--- src/rtl/prog_loader.sv ---
// Program loader: assembles a big-endian byte stream into instruction words and writes them
// to instruction memory from address 0, holding the CPU in reset while a load is in flight.
module prog_loader #(
  parameter int unsigned AddrWidth = 4,
  parameter int unsigned WordWidth = 16,
  parameter int unsigned Timeout   = 255
) (
  input  logic                 clk_i,
  input  logic                 rst_ni,
  input  logic                 start_i,
  input  logic [AddrWidth:0]   num_words_i,
  input  logic [7:0]           byte_i,
  input  logic                 byte_valid_i,
  output logic                 byte_ready_o,
  output logic                 wr_en_o,
  output logic [AddrWidth-1:0] wr_addr_o,
  output logic [WordWidth-1:0] wr_data_o,
  output logic                 cpu_hold_o,
  output logic                 busy_o,
  output logic                 done_o,
  output logic                 err_o
);

  localparam int unsigned IdleW = (Timeout > 2) ? $clog2(Timeout) : 1;
  localparam logic [IdleW-1:0]   IdleMax   = IdleW'(Timeout - 1);
  localparam logic [IdleW-1:0]   IdleOne   = IdleW'(1);
  localparam logic [AddrWidth:0] MaxWords  = {1'b1, {AddrWidth{1'b0}}};
  localparam logic [AddrWidth:0] CountOne  = {{AddrWidth{1'b0}}, 1'b1};
  localparam logic [AddrWidth-1:0] AddrOne = AddrWidth'(1);
  localparam bit                 TimeoutEn = (Timeout != 0);

  typedef enum logic [2:0] {StIdle, StHi, StLo, StWrite, StFin, StErr} state_e;

  state_e               state_q, state_d;
  logic [AddrWidth:0]   count_q, count_d;
  logic [AddrWidth-1:0] addr_q, addr_d;
  logic [WordWidth-1:0] data_q, data_d;
  logic [IdleW-1:0]     idle_q, idle_d;

  logic [AddrWidth:0] num_clamped;
  logic               xfer;
  logic               last_word;
  logic               idle_expired;

  assign num_clamped  = (num_words_i > MaxWords) ? MaxWords : num_words_i;
  assign byte_ready_o = (state_q == StHi) || (state_q == StLo);
  assign xfer         = byte_valid_i && byte_ready_o;
  // Compare against the count rather than incrementing past it, so the address never wraps.
  assign last_word    = (({1'b0, addr_q} + CountOne) == count_q);
  assign idle_expired = TimeoutEn && (idle_q == IdleMax);

  always_comb begin
    state_d = state_q;
    count_d = count_q;
    addr_d  = addr_q;
    data_d  = data_q;
    idle_d  = '0;
    unique case (state_q)
      StIdle, StErr: begin
        if (start_i) begin
          count_d = num_clamped;
          addr_d  = '0;
          state_d = (num_clamped == '0) ? StFin : StHi;
        end
      end
      StHi: begin
        if (xfer) begin
          data_d[WordWidth-1 -: 8] = byte_i;
          state_d = StLo;
        end else begin
          idle_d = idle_q + IdleOne;
          if (idle_expired) state_d = StErr;
        end
      end
      StLo: begin
        if (xfer) begin
          data_d[7:0] = byte_i;
          state_d = StWrite;
        end else begin
          idle_d = idle_q + IdleOne;
          if (idle_expired) state_d = StErr;
        end
      end
      StWrite: begin
        if (last_word) begin
          state_d = StFin;
        end else begin
          addr_d  = addr_q + AddrOne;
          state_d = StHi;
        end
      end
      StFin:   state_d = StIdle;
      default: state_d = StIdle;
    endcase
  end

  always_ff @(posedge clk_i or negedge rst_ni) begin
    if (!rst_ni) begin
      state_q <= StIdle;
      count_q <= '0;
      addr_q  <= '0;
      data_q  <= '0;
      idle_q  <= '0;
    end else begin
      state_q <= state_d;
      count_q <= count_d;
      addr_q  <= addr_d;
      data_q  <= data_d;
      idle_q  <= idle_d;
    end
  end

  assign wr_en_o    = (state_q == StWrite);
  assign wr_addr_o  = addr_q;
  assign wr_data_o  = data_q;
  assign busy_o     = (state_q == StHi) || (state_q == StLo) || (state_q == StWrite);
  assign cpu_hold_o = (state_q != StIdle);
  assign done_o     = (state_q == StFin);
  assign err_o      = (state_q == StErr);

endmodule

--- config.mk ---
export PLATFORM = sky130hd
export DESIGN_NAME = prog_loader
export DESIGN_NICKNAME = d
export VERILOG_FILES = /design/src/rtl/prog_loader.sv
export SDC_FILE = /design/constraint.sdc
export NUM_CORES = 1
export LEC_CHECK = 0
export BUFFER_PORTS_ARGS = -buffer_cell sky130_fd_sc_hd__buf_2
export CAP_MARGIN = 20
export CORE_AREA = 2 2 62 64
export CTS_CLUSTER_DIAMETER = 60
export DETAILED_ROUTE_END_ITERATION = 10
export DIE_AREA = 0 0 64 66
export PLACE_DENSITY = 0.8
export SLEW_MARGIN = 0
export SYNTH_ARGS = -nofsm -noshare
export SYNTH_HDL_FRONTEND = slang
export SYNTH_SLANG_ARGS = --single-unit
--- constraint.sdc ---
create_clock -name clk_i -period 2.3 [get_ports clk_i]
set_clock_uncertainty 0.2 [all_clocks]
set_input_delay 0.115 -clock clk_i [delete_from_list [all_inputs] [get_ports clk_i]]
set_output_delay 0.115 -clock clk_i [all_outputs]
set_load 0.01 [all_outputs]
# Word-level counts from Yosys, hierarchy flattened
# Cells that the tools add are included.
# word_totals
ff_bits	36
input_bits	17
output_inout_bits	26
# classes
add_sub_neg	3
n_lt_le_gt_ge	1
n_eq_ne	9
mux	13
reduce_logical	13
# op_table
op	n
3-bit 2-to-1 mux	6
8-bit 2-to-1 mux	2
3-bit one-hot mux with 4 select lines	1
8-bit by 1-bit adder with 8-bit output, second input constant	1
8-bit == test, second input constant	1
4-bit 2-to-1 mux	2
4-bit one-hot mux with 2 select lines	1
3-bit by 2-bit == test with 1-bit output, second input constant	2
3-bit == test, second input constant	2
2-bit AND reduction	3
4-bit by 1-bit adder with 5-bit output, second input constant	1
5-bit == test	1
5-bit > comparator, second input constant	1
5-bit logical NOT	1
5-bit 2-to-1 mux	1
4-bit by 1-bit adder with 4-bit output, second input constant	1
2-bit inequality test, second input constant	2
2-bit OR reduction	2
3-bit by 1-bit == test with 1-bit output, second input constant	1
3-bit logical NOT	1
3-bit AND reduction	1
3-bit nonzero test	1
1-bit logical OR	2
2-bit nonzero test	1
1-bit logical AND	1

# Longest topological paths before layout
# Gate-level depths: netlist of the first run.
# depth
depth_word	6
mapped_depth	8
depth_no_buf	6

# Worst setup path after synthesis of the first run
# Ideal clock, no wire load.
# synth_timing
kind	reg-to-reg
from	reg addr_q[0], in the netlist wr_addr_o[0]
to	reg addr_q[0], in the netlist wr_addr_o[0]
setup_time_ps	125
t_arrival_ps	1707
required_time_ps	1975
setup_slack_ps	268
stages_incl_launch_ff	7
synth_period_minus_slack_ps	2032
path_cell_list	dfrtp_1 -> ha_1 -> o22a_1 -> o2bb2ai_2 -> o2111ai_2 -> and2_4 -> mux2_2
# synth_via
elab_chain_cells	4
elab_cells_between_ends	7
# synth_lines
item	line_no	rtl
start, declared	36	logic [AddrWidth-1:0] addr_q, addr_d;
start signal, assigned	107	addr_q <= addr_d;
4-bit by 1-bit adder with 5-bit output	49	assign last_word = (({1'b0, addr_q} + CountOne) == count_q);
5-bit == test	49	
2-bit inequality test (no line)	--	
3-bit AND reduction (no line)	--	
# Several ways; a longest one is shown, not always the timed one. The select of a mux whose other input is x is not followed.
# A chain may end at the register's enable or synchronous reset.

# Worst setup path in the final report of the first run
# layout_timing
from	reg state_q[0]
to	reg count_q[2]
# layout_via
elab_chain_cells	3
elab_cells_between_ends	4
# layout_lines
item	line_no	rtl
start, declared	34	state_e state_q, state_d;
start signal, assigned	99	state_q <= StIdle;
start signal, assigned	105	state_q <= state_d;
3-bit == test / 3-bit logical NOT (equally long branches)	58	unique case (state_q)
2-bit OR reduction *	58	
2-bit AND reduction (no line) *	--	
end signal, assigned	106	count_q <= count_d;
end, declared	35	logic [AddrWidth:0] count_q, count_d;
# Mark *: on every way between the ends. The rest lies on a longest branch, timed or not.

==> results of run 1 <==
## metal layers
| layer | global-route usage (%) | vias to the layer above | routed length, um |
|---|---|---|---|
| met5 | 0 | - | 0 |
| met4 | 7.337 | 0 | 55 |
| met3 | 5.963 | 6 | 162 |
| met2 | 35.55 | 39 | 1885 |
| met1 | 24.94 | 706 | 1758 |
| li1 | - | 717 | - |
## area by class of cell
cell class	instances	area [sq um]
well taps	48	60.06
inverters	9	33.78
flip-flops and latches	36	902.1
multi-input cells	118	820.8
clock inverters	3	42.54
clock buffers	5	37.54
fillers	280	1221
repair buffers	65	432.9
## sequential cells by signal, summed over array words and instances, names as in the netlist
signal and flops:
idle_q 8, wr_data_o 16, wr_addr_o 4, count_q 5, state_q 3
## where the power goes
part | total, mW | internal [mW] | switching, mW | leakage [nW]
combinational | 1.22 | 0.609 | 0.608 | 0.567
clock | 0.441 | 0.226 | 0.215 | 0.0412
sequential | 1.12 | 0.881 | 0.234 | 0.455
total | 2.77 | 1.72 | 1.06 | 1.06
## timing repair
item	in CTS	in global routing
endpoints found under the hold margin	60	0
buffers inserted	0	1
setup endpoints to repair	0	4
resized for setup	0	2
hold buffers	20	0
## worst max-delay path, cell delays in order (launching register included)
cell and delay [ns]:
dfrtp_2 0.46, buf_4 0.16, xor2_1 0.14, nor2_1 0.14, and2_4 0.21, nand3b_1 0.08
dlygate4sd3_1 0.55, o21ai_0 0.09
## placed cells by master (no fill, tap or decap), drive strengths merged, types with 6 or more instances in the layout
| master | instances |
|---|---|
| mux2 | 18 |
| xnor2 | 6 |
| inv | 9 |
| buf | 45 |
| nand3 | 6 |
| nor2 | 20 |
| nand2 | 11 |
| o21ai | 9 |
| dlygate4sd3 | 20 |
| dfrtp | 36 |
## worst paths after layout
kind / end / slack, ns / cells past startpoint
max: count_q[2] / 0.18 / 7
min: wr_data_o[6] / 0.17 / 2
min in group clk_i: wr_data_o[7] / 0.31 / 1
min reg2reg: wr_data_o[7] / 0.31 / 1
max reg2reg: count_q[2] / 0.18 / 7
max in group asynchronous: state_q[0] / 1.20 / 2
## kinds of logic after synthesis
logic type      count (synthesis)  synth area share, %
xor+xnor                       11                5.351
flops                          36                50.03
compound gates                 27                10.63
buf+inv                        17                4.517
simple gates                   59                16.12
fa+ha+maj                       3                2.085
mux                            18                11.26
## metrics by stage
stage	total power, mW	hold WS [ns]	std cells	cell area, sq um
finish	2.774	0.1722	284	2330
global route	3.002	0.2584	284	2330
CTS	2.776	0.2069	284	2326
detailed placement	2.293	0.04319	256	2046
global placement	2.262	0.04527	256	2046
floorplan	1.905	-0.3806	171	1800
==> results.cfg, run 1 <==
[sta]
relSlewSlack_pct = 48.49
drv_slew = 0
setup_slack_ns = 0.1777
min_period_ns = 2.122
fmax_mhz = 471.2
worstMarginPinSlew_ns = 0.7727
tns_ns = 0
hold_violations = 0
rsz0062_at_grt = false
setup_viol = 0
finalCritPeriodShare_pct = 92.27

[global_route]
grt_pass1_wl_mm = 6.603
grt_pass1_vias = 1456
antenna_found_initial = 0
grt_max_degree = 37
grt_use_total_pct = 20.76
grt-ovfl-total = 0

[clock_network]
clk-insertion-delay-late_ns = 0.35
cts_max_level = 2
clockRootBuffer = clkbuf_4
cts_buffer_depth = 2
clkTransAtPathRegs_ns = 0.11
cts_tree = yes
clkSinkCount = 36
cts_buffers = 5

[logic_synthesis]
synth.most_common_cell = dfrtp_1
synthCells = 171
ys.flop_type = dfrtp_1
synth_area_sq_um = 1800
yosysTopAreaCell = dfrtp_1
synth_edf_count = 0
synth_top_area_share_pct = 50.03
synth_commonest_cells = dfrtp_1 (36), nor2_1 (20), mux2_2 (18)
synth-async-reset-ratio_pct = 100.0
ys_top_cells_by_area = dfrtp_1 (50%), mux2_2 (11%), nor2_1 (4.2%)
ys_seq_elements = 36
ys_seq_area_share_pct = 50.03
synth_fp_nets = 191
synth_cell_types = 35
syn_avg_cell_area_sq_um = 10.53
synth_warnings = 0

[floorplan]
dieArea_sq_um = 4224
chipWidth_um = 64
io_pins = 43
die_h_um = 66
rows = 22
coreArea_sq_um = 3551
initial_core_util_pct = 50.70

[job]
drv_cap = 0

[worst_setup_path]
worstPathMaxFanout = 10
cp-end-kind = flop
cp.arrival_ns = 2.18
required_ns = 2.36
path_class = reg -> reg
cp-start-kind = flop
startpoint = state_q[0]
r2r-start = state_q[0]

[power]
p_leak_nw = 1.063
p_per_area_nw_per_um2 = 1191
ir_drop_mv = 0.6104

[placement]
routabilityCongestion = 0.7863
pre_cts_ws_ns = 0.2727
io_buffers = 42
dp_hpwl_mm = 2.521

[final_layout]
antenna_cells = 0
area_delta_synth_final_pct = 29.40
layout.nets = 255
drive_gt1_share_pct = 33.05
final_util_pct = 65.61

[drt]
ant_nets = 0
remaining_drc_errors = 0
vias_per_cell = 5.169
drtPass1Iterations = 4
wire_per_inst_um = 13.60
routed_wirelength_mm = 3.862
drt_iter0_markers = 55
num_vias = 1468

[run_status]
status = completed

[hold_path]
hold_path_class = in -> async
No activity file was read; power rests on OpenSTA's default activity.
==> run 2, diff against run 1 <==
Settings changed: GPL_TIMING_DRIVEN from default to 0, HOLD_SLACK_MARGIN from default to 0.02.
==> results.cfg, run 2 (same netlist as run 1, synthesis figures left out) <==
[run_status]
status = completed

[final_layout]
final_cell_mix = buf_2 (47), dfrtp_1 (36), nor2_1 (20), dlygate4sd3_1 (20), mux2_2 (18)
area_delta_synth_final_pct = 30.37
final_util_pct = 66.10
largest_register_ffs = 16
layout.nets = 261
final_common_cell = buf_2
drive_gt1_share_pct = 33.61
antenna_cells = 0

[floorplan]
rows = 22
coreArea_sq_um = 3551
dieArea_sq_um = 4224
io_pins = 43
die_h_um = 66
chipWidth_um = 64
initial_core_util_pct = 50.70

[worst_setup_path]
cp-start-kind = flop
worstPathMaxFanout = 8
r2r-end = wr_addr_o[0]
r2r-start = wr_addr_o[0]
rrSetupSlack_ns = 0.12
required_ns = 2.34
cp.arrival_ns = 2.22
startpoint = wr_addr_o[0]
cp-end-kind = flop
path_class = reg -> reg
r2r_cells = 6

[power]
p_leak_nw = 1.090
power_mw = 2.739
ir_drop_mv = 0.6158
p_per_area_nw_per_um2 = 1167

[job]
drv_cap = 0

[placement]
routabilityCongestion = 0.7419
dp_hpwl_mm = 2.427
io_buffers = 42

[sta]
drv_slew = 0
worstMarginPinSlew_ns = 0.7830
relSlewSlack_pct = 47.80
finalCritPeriodShare_pct = 94.78
hold_violations = 0
min_period_ns = 2.180
setup_viol = 0
fmax_mhz = 458.7

[drt]
remaining_drc_errors = 0
routed_wirelength_mm = 3.854
drtPass1Iterations = 4
ant_nets = 0
vias_per_cell = 5.280
wire_per_inst_um = 13.34
num_vias = 1526
drt_iter0_markers = 72

[clock_network]
clk-insertion-delay-late_ns = 0.34
cts_buffers = 5
cts_tree = yes
clkSinkCount = 36
cts_buffer_depth = 2
clkTransAtPathRegs_ns = 0.12
cts_max_level = 2
clockRootBuffer = clkbuf_4

[global_route]
grt_pass1_wl_mm = 6.354
grt_pass1_vias = 1425
grt-ovfl-total = 0
antenna_found_initial = 0
grt_max_degree = 37
grt_use_total_pct = 19.58

[hold_path]
hold_path_class = in -> async
-- run 2: layout make-up --
class	count	area, sq um
Clock buffer	7	65.06
Fill cell	300	1204
Tap cell	48	60.06
Multi-Input combinational cell	118	818.3
Timing Repair Buffer	63	417.9
Buffer	8	51.30
Inverter	9	33.78
Sequential cell	36	900.9
-- run 2: repair_timing --
action,in CTS,in global routing
endpoints found under the hold margin,60,0
gates resized for setup,0,1
setup endpoints to repair,0,4
hold buffers,20,0
setup buffers,0,1
-- run 2: worst max path at each step --
stage                   end  slack [ns]
2_1_floorplan  wr_addr_o[0]        0.27
3_3_place_gp   wr_addr_o[0]        0.14
3_5_place_dp   wr_addr_o[0]        0.14
4_1_cts        wr_addr_o[0]        0.12
5_1_grt          count_q[3]       -0.04
6_report       wr_addr_o[0]        0.12
-- run 2: power breakdown --
part / internal [mW] / leakage [nW] / switching (mW)
combinational: 0.638 / 0.596 / 0.678
sequential: 0.880 / 0.457 / 0.167
clock: 0.173 / 0.0374 / 0.202
total: 1.69 / 1.09 / 1.05
-- run 2: metrics by stage --
step / hold WS [ns] / TNS, ns / instance area [sq um] / cells / setup slack [ns]
floorplan: -0.3806 / 0 / 1800 / 171 / 0.2679
global placement: 0.04405 / 0 / 2071 / 261 / 0.1396
detailed placement: 0.04353 / 0 / 2071 / 261 / 0.1438
CTS: 0.2042 / 0 / 2336 / 288 / 0.1249
global route: 0.2620 / -0.1015 / 2347 / 289 / -0.03781
finish: 0.1747 / 0 / 2347 / 289 / 0.1201
-- run 2: layer usage --
layer | vias to the layer above | GRT usage [%] | share of wire [%]
met3 | 10 | 5.622 | 5.4
met1 | 724 | 23.97 | 45
met2 | 60 | 33.72 | 49
met4 | 0 | 5.435 | 1.2
li1 | 732 | - | -
met5 | - | 0 | 0
-- run 2: worst max-delay path: stages, from the launching register on --
cell	delay, ns
dfrtp_1	0.47
ha_1	0.31
o22a_1	0.20
o2bb2ai_2	0.14
o2111ai_2	0.25
and2_4	0.25
mux2_2	0.25
